==> src/rtl/uart_rx_8n1_if.sv <==
// Serial-side bundle of the 8N1 receiver: the RX line in, recovered byte and strobes out.
// The receiver uses the slave modport; the line driver / byte consumer uses master.
interface uart_rx_8n1_if;
    logic       rx;
    logic [7:0] data;
    logic       data_valid;
    logic       frame_error;
    logic       busy;

    modport master (
        output rx,
        input  data,
        input  data_valid,
        input  frame_error,
        input  busy
    );

    modport slave (
        input  rx,
        output data,
        output data_valid,
        output frame_error,
        output busy
    );
endinterface

==> src/rtl/uart_rx_8n1.sv <==
// 8N1 UART receiver: 2-flop synchronizer, mid-bit sampling from a baud countdown,
// one-cycle data_valid / frame_error strobes and a busy flag.
module uart_rx_8n1 #(
    parameter int clock_frequency = 12000000,
    parameter int uart_baud_rate  = 9600
) (
    input  logic         clk,
    input  logic         rst_n,
    uart_rx_8n1_if.slave bus
);

    localparam int CLKS_PER_BIT = clock_frequency / uart_baud_rate;
    localparam int HALF_BIT     = CLKS_PER_BIT / 2;
    localparam int CNT_W        = $clog2(CLKS_PER_BIT);

    // The counter counts down to zero, so a wait of N cycles reloads N-1.
    localparam logic [CNT_W-1:0] BIT_RELOAD  = CNT_W'(CLKS_PER_BIT - 1);
    localparam logic [CNT_W-1:0] HALF_RELOAD = CNT_W'(HALF_BIT - 1);

    typedef enum logic [2:0] {
        S_IDLE,
        S_START,
        S_DATA,
        S_STOP,
        S_WAIT_IDLE
    } state_t;

    state_t           r_state;
    logic             r_rx_meta;
    logic             r_rx_s;
    logic [CNT_W-1:0] r_baud_cnt;
    logic [2:0]       r_bit_idx;
    logic [7:0]       r_shift;
    logic [7:0]       r_data;
    logic             r_data_valid;
    logic             r_frame_error;
    logic             r_busy;

    logic             w_baud_done;

    assign w_baud_done     = (r_baud_cnt == '0);

    assign bus.data        = r_data;
    assign bus.data_valid  = r_data_valid;
    assign bus.frame_error = r_frame_error;
    assign bus.busy        = r_busy;

    // NOTE: all state uses non-blocking assignments so every flop samples pre-edge values,
    // which keeps the two synchronizer stages as two distinct registers.
    always_ff @(posedge clk) begin
        if (!rst_n) begin
            r_state       <= S_IDLE;
            r_rx_meta     <= 1'b1;
            r_rx_s        <= 1'b1;
            r_baud_cnt    <= '0;
            r_bit_idx     <= 3'd0;
            r_data        <= 8'h00;
            r_data_valid  <= 1'b0;
            r_frame_error <= 1'b0;
            r_busy        <= 1'b0;
        end else begin
            r_rx_meta     <= bus.rx;
            r_rx_s        <= r_rx_meta;
            r_data_valid  <= 1'b0;
            r_frame_error <= 1'b0;

            // NOTE: r_shift is deliberately left out of reset: every bit is rewritten
            // in DATA before it can reach r_data.
            case (r_state)
                S_IDLE: begin
                    r_busy <= 1'b0;
                    if (!r_rx_s) begin
                        r_baud_cnt <= HALF_RELOAD;
                        r_busy     <= 1'b1;
                        r_state    <= S_START;
                    end
                end

                S_START: begin
                    if (!w_baud_done) begin
                        r_baud_cnt <= r_baud_cnt - 1'b1;
                    end else if (r_rx_s) begin
                        r_busy  <= 1'b0;
                        r_state <= S_IDLE;
                    end else begin
                        r_baud_cnt <= BIT_RELOAD;
                        r_bit_idx  <= 3'd0;
                        r_state    <= S_DATA;
                    end
                end

                S_DATA: begin
                    if (!w_baud_done) begin
                        r_baud_cnt <= r_baud_cnt - 1'b1;
                    end else begin
                        r_shift[r_bit_idx] <= r_rx_s;
                        r_baud_cnt         <= BIT_RELOAD;
                        if (r_bit_idx == 3'd7) begin
                            r_state <= S_STOP;
                        end else begin
                            r_bit_idx <= r_bit_idx + 3'd1;
                        end
                    end
                end

                S_STOP: begin
                    // Leaving at mid-stop-bit lets a back-to-back start edge be caught.
                    if (!w_baud_done) begin
                        r_baud_cnt <= r_baud_cnt - 1'b1;
                    end else if (r_rx_s) begin
                        r_data       <= r_shift;
                        r_data_valid <= 1'b1;
                        r_busy       <= 1'b0;
                        r_state      <= S_IDLE;
                    end else begin
                        r_frame_error <= 1'b1;
                        r_state       <= S_WAIT_IDLE;
                    end
                end

                S_WAIT_IDLE: begin
                    if (r_rx_s) begin
                        r_busy  <= 1'b0;
                        r_state <= S_IDLE;
                    end
                end

                default: begin
                    r_busy  <= 1'b0;
                    r_state <= S_IDLE;
                end
            endcase
        end
    end

endmodule

==> src/flat_wrapper.sv <==
// flat-port wrapper written by rule: the top's interface ports become plain ports
module uart_rx_8n1_flat 
#(
    parameter int clock_frequency = 12000000,
    parameter int uart_baud_rate  = 9600
)
  (clk, rst_n, bus_rx, bus_data, bus_data_valid, bus_frame_error, bus_busy);
  uart_rx_8n1_if bus_i ();
  input  logic clk;
  input  logic rst_n;
  input wire logic [$bits(bus_i.rx)-1:0] bus_rx;
  output wire logic [$bits(bus_i.data)-1:0] bus_data;
  output wire logic [$bits(bus_i.data_valid)-1:0] bus_data_valid;
  output wire logic [$bits(bus_i.frame_error)-1:0] bus_frame_error;
  output wire logic [$bits(bus_i.busy)-1:0] bus_busy;
  assign bus_i.rx = bus_rx;
  assign bus_data = bus_i.data;
  assign bus_data_valid = bus_i.data_valid;
  assign bus_frame_error = bus_i.frame_error;
  assign bus_busy = bus_i.busy;
  uart_rx_8n1 #(.clock_frequency(clock_frequency), .uart_baud_rate(uart_baud_rate)) u_core (.clk(clk), .rst_n(rst_n), .bus(bus_i));
endmodule
==> config.mk <==
export PLATFORM = sky130hd
export DESIGN_NAME = uart_rx_8n1_flat
export DESIGN_NICKNAME = d
export VERILOG_FILES = /design/src/rtl/uart_rx_8n1_if.sv /design/src/rtl/uart_rx_8n1.sv /design/src/flat_wrapper.sv
export SDC_FILE = /design/constraint.sdc
export NUM_CORES = 1
export LEC_CHECK = 0
export CORE_ASPECT_RATIO = 1.5
export CORE_MARGIN = 2
export CORE_UTILIZATION = 35
export CTS_CLUSTER_DIAMETER = 100
export DETAILED_ROUTE_END_ITERATION = 16
export DONT_BUFFER_PORTS = 1
export SLEW_MARGIN = 20
export SYNTH_ARGS = -nofsm -noshare
export SYNTH_HDL_FRONTEND = slang
export SYNTH_SLANG_ARGS = --single-unit
==> constraint.sdc <==
create_clock -name clk -period 1.85 [get_ports clk]
set_clock_uncertainty 0.2 [all_clocks]
set_input_delay 0.37 -clock clk [delete_from_list [all_inputs] [get_ports clk]]
set_output_delay 0.37 -clock clk [all_outputs]
set_load 0.005 [all_outputs]
After elaboration in Yosys (flattened, before gate mapping) --
Cells that the tools add are included.
Cells by class: add/subtract/negate cells 2, $lt $le $gt $ge 2, eq/ne operators 16, multiplexer cells 28, bitwise logic cells 1, reduce and logical (&&, ||, !) cells 13
Operators by type and width (number):
- $mux 11 | 5
- $pmux 11 s4 | 1
- $mux 3 | 11
- $pmux 3 s5 | 1
- $ne 2x1->1 const B | 6
- $logic_not 11->1 | 1
- $sub 11x1->11 const B | 1
- $reduce_and 3->1 | 3
- $bwmux 8 | 1
- $ne 2x2->1 const B | 4
- $eq 3x2->1 const B | 2
- $eq 3x3->1 const B | 2
- $pmux 3 s2 | 1
- $reduce_and 6->1 | 1
- $mux 1 | 5
- $reduce_and 5->1 | 1
- $lt 3x4->1 const B | 1
- $pmux 1 s4 | 1
- $reduce_and 4->1 | 1
- $reduce_bool 4->1 | 1
- $add 3x1->3 const B | 1
- $demux 1 s3 | 1
- $eq 3x1->1 const B | 1
- $ge 3x1->1 const B | 1
- 8 further kinds | 8
Storage, ports and cells: register bits 38, input bits 3, output and inout bits 11, logic and storage cells 72

Depth between registers and ports, before layout --
Gate-level depths: netlist (run 1).
depth after elaboration 5, gate-level depth with buffers 8, gate-level depth less buffers 7

Worst setup path after synthesis (run 1) --
No wires, ideal clock.
kind register to register, start point register u_core.r_baud_cnt[0], end point register u_core.r_bit_idx[0], setup time 0.128 ns, arrival 1.728 ns, data required time 1.522 ns, slack -0.206 ns, stages on the path, launching flop included 9, path buffers 1, clock period less this slack 2.056 ns, cells stage by stage dfxtp_1 > inv_1 > ha_1 > nor4b_1 > nand3_2 > or3_1 > buf_2 > mux2i_1 > nor2_1
On the way: cells in the longest elaborated chain, start to end 3, elaborated cells between the ends (all ways) 4, classes of those cells eq/ne (2); reduce/logical (2)
RTL lines:
- from (decl) | RTL line uart_rx_8n1.sv:31 | logic [CNT_W-1:0] r_baud_cnt;
- from (signal assigned) | RTL line uart_rx_8n1.sv:81 | r_baud_cnt <= r_baud_cnt - 1'b1;
- from (signal assigned) | RTL line uart_rx_8n1.sv:94 | r_baud_cnt <= r_baud_cnt - 1'b1;
- from (signal assigned) | RTL line uart_rx_8n1.sv:109 | r_baud_cnt <= r_baud_cnt - 1'b1;
- $logic_not 11->1 (*) | RTL line uart_rx_8n1.sv:41 | assign w_baud_done = (r_baud_cnt == '0);
- $ne 2x1->1 (no source line)
- $reduce_and 5->1 (no source line) (*)
- to (signal assigned) | RTL line uart_rx_8n1.sv:101 | r_bit_idx <= r_bit_idx + 3'd1;
- to (decl) | RTL line uart_rx_8n1.sv:32 | logic [2:0] r_bit_idx;
Mark *: on every way between the ends. The rest lies on a longest branch, timed or not. A chain may end at the register's enable or synchronous reset.

Worst setup path in the final report (run 1) --
start point register u_core.r_baud_cnt[8], end point register u_core.r_shift[2], enable pin
On the way: cells in the longest elaborated chain, start to end 2
RTL lines:
- $logic_not 11->1 | RTL line uart_rx_8n1.sv:41
- $reduce_and 3->1 (no source line)
- to (signal, indexed assignment) | RTL line uart_rx_8n1.sv:96 | r_shift[r_bit_idx] <= r_rx_s;
- to (decl) | RTL line uart_rx_8n1.sv:33 | logic [7:0] r_shift;
No other way between the ends.

==> results, run 1 <==
- The deepest level of the CTS H-tree is 2.
- Setup violations remaining at the end of the flow were counted as 17.
- The post-route standard cell area excluding fillers is 2630 um2.
- The area added between synthesis and finish is 48.4%.
- The critical path class is reg2reg.
- The first global-routing pass estimated 7310 um of wire.
- Measured on the finished design, the core utilization comes to 0.542.
- Of the total power, registers draw 0.386.
- Of the synthesized area, sequential elements account for 0.475.
- The checks that failed: setup timing.
- A synthesized cell averages 9.04 um2.
- The endpoint type of the worst setup path is a flop.
- The HPWL after detailed placement is 3170 um.
- In the post-synthesis netlist, the biggest area contributors are sky130_fd_sc_hd__dfxtp_1 34%, sky130_fd_sc_hd__edfxtp_1 14%, sky130_fd_sc_hd__mux2i_1 6.2%.
- Setup repair after global routing could not meet its margin everywhere.
- The vertical die dimension is 91.1 um.
- In the final routed layout, each cell accounts on average for 15.6 um.
- Setup total negative slack on the finished layout was measured at -0.515 ns.
- The relative contribution of combinational cells to total power is 0.303.
- The top fanout value on the critical path is 5.
- The number of flops mapped to enable cells by yosys is 8.
- The total chip power is 2.34 mW.
- The number of global-route vias before repair was 1549.
- The violation count after the first detailed-routing iteration is 59.
- After synthesis the netlist holds a flip-flop and latch count of 38.
- The class of the tightest hold or removal check is in2reg.
- The achievable frequency is 0.517 GHz.
- For this design, the sink count on the clock tree is 38.
- The worst hold path was traced through 2 stages.
- The overall track demand over capacity in global routing is 0.174.
- The final number of hold-violating endpoints is 0.
- The number of rows created at floorplan is 31.
- The internal portion of the total power is 1.64 mW.
- Headroom to the max-slew limit came out at 0.656.
- The number of clock buffers added by TritonCTS is 5.
- The region available for standard cell placement spans 4850 um2.
- The vias per cell is 5.29.
- The clock tree root buffer cell is sky130_fd_sc_hd__clkbuf_8.
- For this run, design rule violations remaining after detail routing come to 0.
- Of the total power, the clock network draws 0.311.
- The number of antenna violations at the first check in global routing is 0.
- The transition time of the tightest slew-check pin is 0.516 ns.
- The clock tree from TritonCTS is done.
- When the netlist entered floorplanning its net count stood at 203.
- The async set or reset register ratio after synthesis is 0.
- In this run the static leakage power is 0.979 nW.
- The predominant post-synthesis flop cell is sky130_fd_sc_hd__dfxtp_1.
- Of the total power, the share spent switching nets is 0.300.
- Across all layers, the routed design uses 1671 vias.
- The count of buffers inserted at the top-level ports is 0.
- The floorplan step defined a die boundary enclosing 5660 um2.
- In this run the power spent charging and discharging nets is 0.703 mW.
- STA puts the critical path data required time at 1.66 ns.
- The number of standard cells after synthesis is 196.
- The least setup slack across all paths after layout is -0.0841 ns.
- The delay of the slowest cell on the worst path is 0.36 ns.
- The pin count of the biggest net entering global routing is 19.
- After synthesis the cells add up to 1770 um2.
- The worst-case IR drop observed on VDD is 485 uV.
- In the post-synthesis netlist, the cell with the most instances is sky130_fd_sc_hd__dfxtp_1.
- The number of cells on the worst reg-to-reg path is 6.
- The die outline width is 62.1 um.
- Of the cells placed in the final design, the portion with a size suffix greater than 1 is 0.428.
- For this design the top-level I/O count stands at 14.
- The clock latency reported for the late side of the worst-skew pair is 0.30 ns.
- The number of iterations in the first detailed-routing pass is 5.
- The placed instances occupy a cell area of 2170 um2.
- The critical path goes through nor4_4 -> buf_4 -> buf_6 -> and3_4 -> nand2_2 -> nor3_2.
- After global routing the overflow that remains totals 0.
- The residual antenna-violating net count after detailed routing is 0.
- The post-layout net count is 256.
- The Yosys step of the flow raised 0 warnings.
- The clock-pin slew on the worst setup and hold paths is 0.08 ns.
- The power per cell area is 890 nW/um2.
- STA classifies the critical path startpoint as a flop.
- STA puts the critical path data arrival time at 1.75 ns.
- In this run the deepest clock path goes through 2 buffers.
- Routability-driven placement finished with a final weighted congestion of 0.854.
- The number of slew-limit violations in the final report came to 0.
- The cell accounting for the most synthesized area is sky130_fd_sc_hd__dfxtp_1.
- The number of antenna diodes in the final layout is 0.
- Of the post-synthesis cell area, the dominant cell type holds 0.339.
- Counting instances in the post-synthesis netlist gives the leading cell types as 30 x sky130_fd_sc_hd__dfxtp_1, 29 x sky130_fd_sc_hd__nor2_1, 15 x sky130_fd_sc_hd__nand2_1.
- The final period demand of the worst path is 1.93 ns.
- The critical-path cell with the highest stage delay is sky130_fd_sc_hd__dfxtp_4.
- In the finished design, the share of the clock period the worst path needs comes to 1.05.
- The number of maximum-capacitance constraint violations is 0.
- Fill cells in the final layout number 431.
- The initial core utilization is 0.365.
- The run finished, with violations left.
- The detailed-route wire length is 4940 um.
- The number of distinct standard cells referenced by the synthesized netlist is 41.
[power groups by stage]
| stage | clock (mW) | combinational [mW] | sequential, mW |
|---|---|---|---|
| finish | 0.728 | 0.710 | 0.903 |
| global route | 0.770 | 0.761 | 0.906 |
| CTS | 0.737 | 0.568 | 0.901 |
| detailed placement | 0 | 0.506 | 0.916 |
| global placement | 0 | 0.505 | 0.916 |
| floorplan | 0 | 0.258 | 0.915 |
[layout make-up]
type,count,area (um2),share of cell area
Sequential cell,38,855,0.325
Tap cell,66,82.6,0.0314
Timing Repair Buffer,55,449,0.171
Inverter,5,18.8,0.00714
Clock inverter,3,45.0,0.0171
Clock buffer,5,68.8,0.0262
Multi-Input combinational cell,144,1110,0.422
[path summary, 6_finish.rpt]
| path | from | endpoint | slack, ns |
|---|---|---|---|
| max | u_core.r_baud_cnt[8] | u_core.r_shift[2] | -0.08 |
| max reg2reg | u_core.r_baud_cnt[8] | u_core.r_shift[2] | -0.08 |
| min | rst_n | u_core.r_bit_idx[2] | 0.01 |
| min reg2reg | u_core.r_rx_meta | u_core.r_rx_s | 0.21 |
[cells in the final DEF (no fill, tap or decap), types with 2 or more instances in the layout]
master | Yosys | routed
sky130_fd_sc_hd__dfxtp_2 | 0 | 5
sky130_fd_sc_hd__a21o_1 | 2 | 2
sky130_fd_sc_hd__inv_1 | 4 | 2
sky130_fd_sc_hd__a21oi_1 | 11 | 9
sky130_fd_sc_hd__nor2_1 | 29 | 22
sky130_fd_sc_hd__buf_4 | 0 | 47
sky130_fd_sc_hd__nand2_2 | 0 | 2
sky130_fd_sc_hd__a21oi_2 | 0 | 2
sky130_fd_sc_hd__dfxtp_1 | 30 | 23
sky130_fd_sc_hd__nand2_1 | 15 | 13
sky130_fd_sc_hd__buf_6 | 0 | 5
sky130_fd_sc_hd__a31oi_1 | 4 | 3
sky130_fd_sc_hd__o31ai_1 | 3 | 2
sky130_fd_sc_hd__nor3_2 | 0 | 4
sky130_fd_sc_hd__nor3_1 | 9 | 4
sky130_fd_sc_hd__o21a_1 | 3 | 3
sky130_fd_sc_hd__or3_1 | 3 | 2
sky130_fd_sc_hd__nand3_4 | 0 | 3
sky130_fd_sc_hd__mux2i_1 | 11 | 11
sky130_fd_sc_hd__nor2_4 | 0 | 3
sky130_fd_sc_hd__clkbuf_8 | 0 | 5
sky130_fd_sc_hd__inv_2 | 0 | 2
sky130_fd_sc_hd__ha_1 | 4 | 2
sky130_fd_sc_hd__nand4_1 | 2 | 2
sky130_fd_sc_hd__nand3_2 | 1 | 2
sky130_fd_sc_hd__nand2b_1 | 8 | 8
sky130_fd_sc_hd__clkinvlp_4 | 0 | 2
sky130_fd_sc_hd__edfxtp_1 | 8 | 8
sky130_fd_sc_hd__dfxtp_4 | 0 | 2
sky130_fd_sc_hd__a32o_1 | 2 | 2
sky130_fd_sc_hd__nand4b_1 | 2 | 2
sky130_fd_sc_hd__nand3_1 | 12 | 8
sky130_fd_sc_hd__o21ai_0 | 4 | 3
sky130_fd_sc_hd__dlygate4sd3_1 | 0 | 2
sky130_fd_sc_hd__nor4_4 | 1 | 2
sky130_fd_sc_hd__nor2_2 | 1 | 5
[repair_timing]
| item | CTS | global route |
|---|---|---|
| endpoints found under the setup margin | 20 | 31 |
| buffers inserted | 5 | 6 |
| hold buffers | 2 | 0 |
| hold endpoints to repair | 5 | 0 |
| pin swaps | 9 | 24 |
| gates resized for setup | 22 | 37 |
| cloned | 0 | 1 |
[cell families (layout without fill, tap and decap cells)]
family	after synthesis	in the layout	share of synthesized area
AND/OR/NAND/NOR	90	90	0.256
AO/OA/AOI/OAI	39	39	0.148
flip-flops	38	38	0.475
buffers and inverters	14	68	0.0311
multiplexers	11	11	0.0621
adder cells (fa/ha/maj)	4	4	0.0282
[layer usage]
layer  vias up  wire [um]  GRT usage
li1        822          -          -
met4         0        160     0.0762
met2        45       2720      0.297
met3        12        176     0.0399
met1       792       1880      0.196
met5         -          0          0
[flip-flops by register name (all words and copies together), names as in the netlist]
| register | cells |
|---|---|
| u_core.bus.frame_error | 1 |
| u_core.r_rx_s | 1 |
| u_core.bus.busy | 1 |
| u_core.r_baud_cnt | 11 |
| u_core.r_rx_meta | 1 |
| u_core.r_bit_idx | 3 |
| u_core.bus.data_valid | 1 |
| u_core.r_state | 3 |
| u_core.bus.data | 8 |
| u_core.r_shift | 8 |
[critical path, delay by kind of cell (launching register included)]
family,cells,cell delay [ns]
DFF,1,0.36
and+or+nand+nor,4,0.79
buffers and inverters,2,0.29
[metrics by stage]
stage	std cells	hold WS [ns]	worst slack (ns)
finish	316	0.0119	-0.0841
global route	316	0.0131	-0.124
CTS	309	0.0144	-0.0707
detailed placement	294	0.196	-0.147
global placement	294	0.193	-0.141
floorplan	196	0.186	-0.0340
(Power assumes the default switching activity.)
==> run 2: changes to the inputs <==
- ABC_AREA: unset -> 1
- CELL_PAD_IN_SITES_DETAIL_PLACEMENT: unset -> 1
- CELL_PAD_IN_SITES_GLOBAL_PLACEMENT: unset -> 1
- PLACE_DENSITY_LB_ADDON: unset -> 0.1
==> run 2 against run 1 <==
The flow finishes with violations (hold timing); critical path depth rose by 1; sequential share of layout area increased by 5.4 points; clock power decreased by 21%; core utilization decreased by 11 points; first-iteration DRC count decreased by 46%; setup slack gained 0.16 ns; hold slack got worse by 0.019 ns; sequential power up 21%; global-route usage increased by 0.45 points; wire length is 3.3% lower; via count fell by 0.18%; critical path type unchanged; highest routed layer unchanged.
==> results, run 2 <==
- The top fanout value on the critical path is 4.
- After clock tree synthesis, the clock-pin slew on the worst setup and hold paths is 0.08 ns.
- The critical path launch point type is a flop.
- In this run the cell area measured after placement is 2080 um2.
- The run finished, with violations left.
- In the synthesized netlist the dominant register cell turns out to be sky130_fd_sc_hd__dfxtp_1.
- The post-synth net total is 257.
- For this configuration, the core starts out at a cell density of 0.365.
- The post-route standard cell area excluding fillers is 2250 um2.
- The H-tree was split into 2 levels.
- The die footprint is 6010 um2.
- The placed cell count is 332.
- For the pin with the worst max-slew slack, the measured transition is 0.316 ns.
- The sum of overflow across all layers after global routing is 0.
- For the worst setup path, the data arrival time is 1.56 ns.
- The maximum count of clock buffers along a single path is 2.
- The TritonCTS buffer count is 5.
- The floorplan step set the die width to 64.0 um.
- The biggest area contributor in the post-synthesis netlist is sky130_fd_sc_hd__dfxtp_1.
- The count of yosys warnings during synthesis is 0.
- Using the TritonRoute via totals, the vias-per-cell ratio works out to 4.86.
- The number of antenna violations at the first check in global routing was 0.
- The post-layout net count is 281.
- The cell area after synthesis is 1890 um2.
- The final reports fail on hold timing.
- The delay of the slowest cell on the worst path is 0.34 ns.
- TritonCTS built the clock tree.
- After filler insertion, the fill cell instance count of the layout stands at 647.
- OpenSTA, run right after detailed placement, puts the worst setup slack at -0.0377 ns.
- Among cell families on the critical path, the largest total delay comes from simple AND/OR/NAND/NOR gates.
- The residual antenna-violating net count after detailed routing is 0.
- The number of rows created at floorplan is 32.
- The tree built by TritonCTS fans out to 38 sinks.
- The synthesized netlist contains 27 unique library cells.
- The top-level port count is 14.
- The number of standard cells after synthesis is 250.
- In the final timing run, aggregate negative setup slack is 0 ns.
- The register with the most flip-flops in the layout has 11 of them.
- The final period demand of the worst path is 1.77 ns.
- The most common cell in the synthesized netlist is sky130_fd_sc_hd__nand2_1.
- The mean cell area of the mapped netlist is 7.55 um2.
- Headroom to the max-slew limit came out at 0.788.
- In the final layout, the share of cells above drive strength 1 is 0.236.
- The clock latency reported for the late side of the worst-skew pair is 0.29 ns.
- For this design the ratio of total power to cell area is 1460 nW/um2.
- After the first detailed-routing iteration, the DRC count stood at 32.
- After detailed routing, the average wire length per cell comes to 13.9 um.
- The share of the Yosys chip area taken by registers is 0.446.
- The maximum resistive drop on vdd is 635 uV.
- The antenna diode count is 0.
- The final-layout worst hold slack is -0.00669 ns.
- For this run, design rule violations remaining after detail routing come to 0.
- For this block, the via count after detailed routing is 1668.
- For this design, the slowest cell found on the critical path is sky130_fd_sc_hd__dfxtp_2.
- The root buffer cell chosen for the clock tree is sky130_fd_sc_hd__clkbuf_8.
- The share of synthesized area in the top cell type comes to 0.318.
- For this run, the total global-route usage over all layers was measured as 0.179.
- The final cycle utilization of the critical path is 0.958.
- In this run the static leakage power is 0.985 nW.
- Ranked by flip-flop count, first place goes to u_core.r_baud_cnt.
- The first global-routing pass estimated 8270 um of wire.
- The number of global-route vias before repair is 1739.
- Walking the worst path, the cells encountered are nor2_2 -> nand2_2 -> nor2_8 -> nand2_4 -> nor2_2 -> nand3_1 -> nor3_1.
- In the layout the commonest cells are 52 x sky130_fd_sc_hd__nand2_1, 33 x sky130_fd_sc_hd__nor2_1, 25 x sky130_fd_sc_hd__inv_1.
- The count of final setup violators is 0.
- Max-cap violations in this run came to 0.
- The total chip power is 3.28 mW.
- The commonest cells after synthesis are 52 x sky130_fd_sc_hd__nand2_1, 35 x sky130_fd_sc_hd__nor2_1, 30 x sky130_fd_sc_hd__dfxtp_1.
- The count of buffers inserted at the top-level ports is 0.
- Wires add up to 4770 um.
- For this run, the number of standard cells in the final layout without fillers is 343.
- For this run, the top clock speed supported by timing is 0.565 GHz.
- The worst setup path is of the reg2reg kind.
- The total area inside the core boundary comes to 5160 um2.
- The most common cell after layout, fill and taps aside is sky130_fd_sc_hd__nand2_1.
- The register bit count reported by yosys is 38.
- The async set or reset register ratio after synthesis is 0.
- Detailed placement ended at an HPWL of 3510 um.
- The library cell appearing most often on the critical path is sky130_fd_sc_hd__nor2_2.
- The first detailed-routing pass took 4 iterations.
- By area the synthesized netlist is led by sky130_fd_sc_hd__dfxtp_1 32%, sky130_fd_sc_hd__edfxtp_1 13%, sky130_fd_sc_hd__nand2_1 10%.
- Setup repair after global routing could not meet its margin everywhere.
- Measured along the y axis, the die boundary spans 93.9 um.
- The class of the tightest hold or removal check is in2reg.
- Counting both buffers and inverters, the worst setup path holds a total of 0.
- Setup slack closes at 0.0786 ns.
- The number of slew-limit violations in the final report is 0.
- Yosys mapped a number of flops with a built-in enable equal to 8.
- Entering global routing, the biggest net connects 15 pins.
- Compared with the post-synthesis result, the final layout area differs by 19.0%.
- The final standard cell utilization of the core is 0.435.
- The final number of hold-violating endpoints is 1.
- The required time reported for the critical path endpoint is 1.64 ns.
- The endpoint type of the worst setup path is a flop.
- At the end of routability-driven placement, the weighted congestion stood at 0.794.
[run 2: cell count changes in the layout (fill, tap and decap cells not counted), moves of 5 or more]
cell and delta:
sky130_fd_sc_hd__buf_4 -32, sky130_fd_sc_hd__nand3_1 +9, sky130_fd_sc_hd__inv_2 +5, sky130_fd_sc_hd__o21ai_1 +7, sky130_fd_sc_hd__o21ai_0 +5, sky130_fd_sc_hd__nand2_1 +39, sky130_fd_sc_hd__inv_1 +23, sky130_fd_sc_hd__nand2b_1 -8
sky130_fd_sc_hd__nor2_1 +11, sky130_fd_sc_hd__mux2i_1 -11, sky130_fd_sc_hd__nor3_1 +5, sky130_fd_sc_hd__a21oi_1 +5
[run 2: worst paths after layout]
check        slack [ns]  depth (start not counted)                 start                 end
max                0.08                          7  u_core.r_baud_cnt[7]   u_core.r_shift[3]
max reg2reg        0.08                          7  u_core.r_baud_cnt[7]   u_core.r_shift[3]
min reg2reg        0.22                          1      u_core.r_rx_meta       u_core.r_rx_s
min              -0.007                          2                 rst_n  u_core.bus.data[0]
[run 2: layout make-up]
| cell class | count | area, um2 | share of cell area |
|---|---|---|---|
| well taps | 68 | 85.1 | 0.0379 |
| flip-flops and latches | 38 | 851 | 0.379 |
| clock inverters | 3 | 16.3 | 0.00724 |
| clock buffers | 5 | 68.8 | 0.0306 |
| repair buffers | 19 | 155 | 0.0691 |
| inverters | 34 | 133 | 0.0591 |
| multi-input cells | 176 | 937 | 0.417 |
[run 2: metal layers]
layer  share of wire  track usage  up-vias
met5               0            0        -
met2            0.51        0.322       21
met3           0.026       0.0336        8
met4           0.019       0.0779        0
met1            0.44        0.202      780
li1                -            -      859
[run 2: cells by family after synthesis]
| kind of cell | after synthesis | synth area share |
|---|---|---|
| AND/OR/NAND/NOR | 138 | 0.355 |
| flip-flops | 38 | 0.446 |
| buffers and inverters | 36 | 0.0729 |
| AO/OA/AOI/OAI | 33 | 0.0948 |
| adder cells (fa/ha/maj) | 4 | 0.0265 |
| XOR/XNOR | 1 | 0.00464 |
[run 2: power by group]
part	total, mW	switching, mW	leakage, nW	internal [mW]
Combinational	1.62	0.990	0.625	0.630
Clock	0.574	0.316	0.0416	0.258
Sequential	1.09	0.122	0.318	0.969
Total	3.28	1.43	0.985	1.86
[run 2: timing repair]
action | 4_1_cts | 5_1_grt
hold endpoints to repair | 5 | 0
buffers inserted | 0 | 1
gates resized for setup | 1 | 20
pin swaps | 0 | 8
endpoints found under the setup margin | 8 | 32
hold buffers | 2 | 0
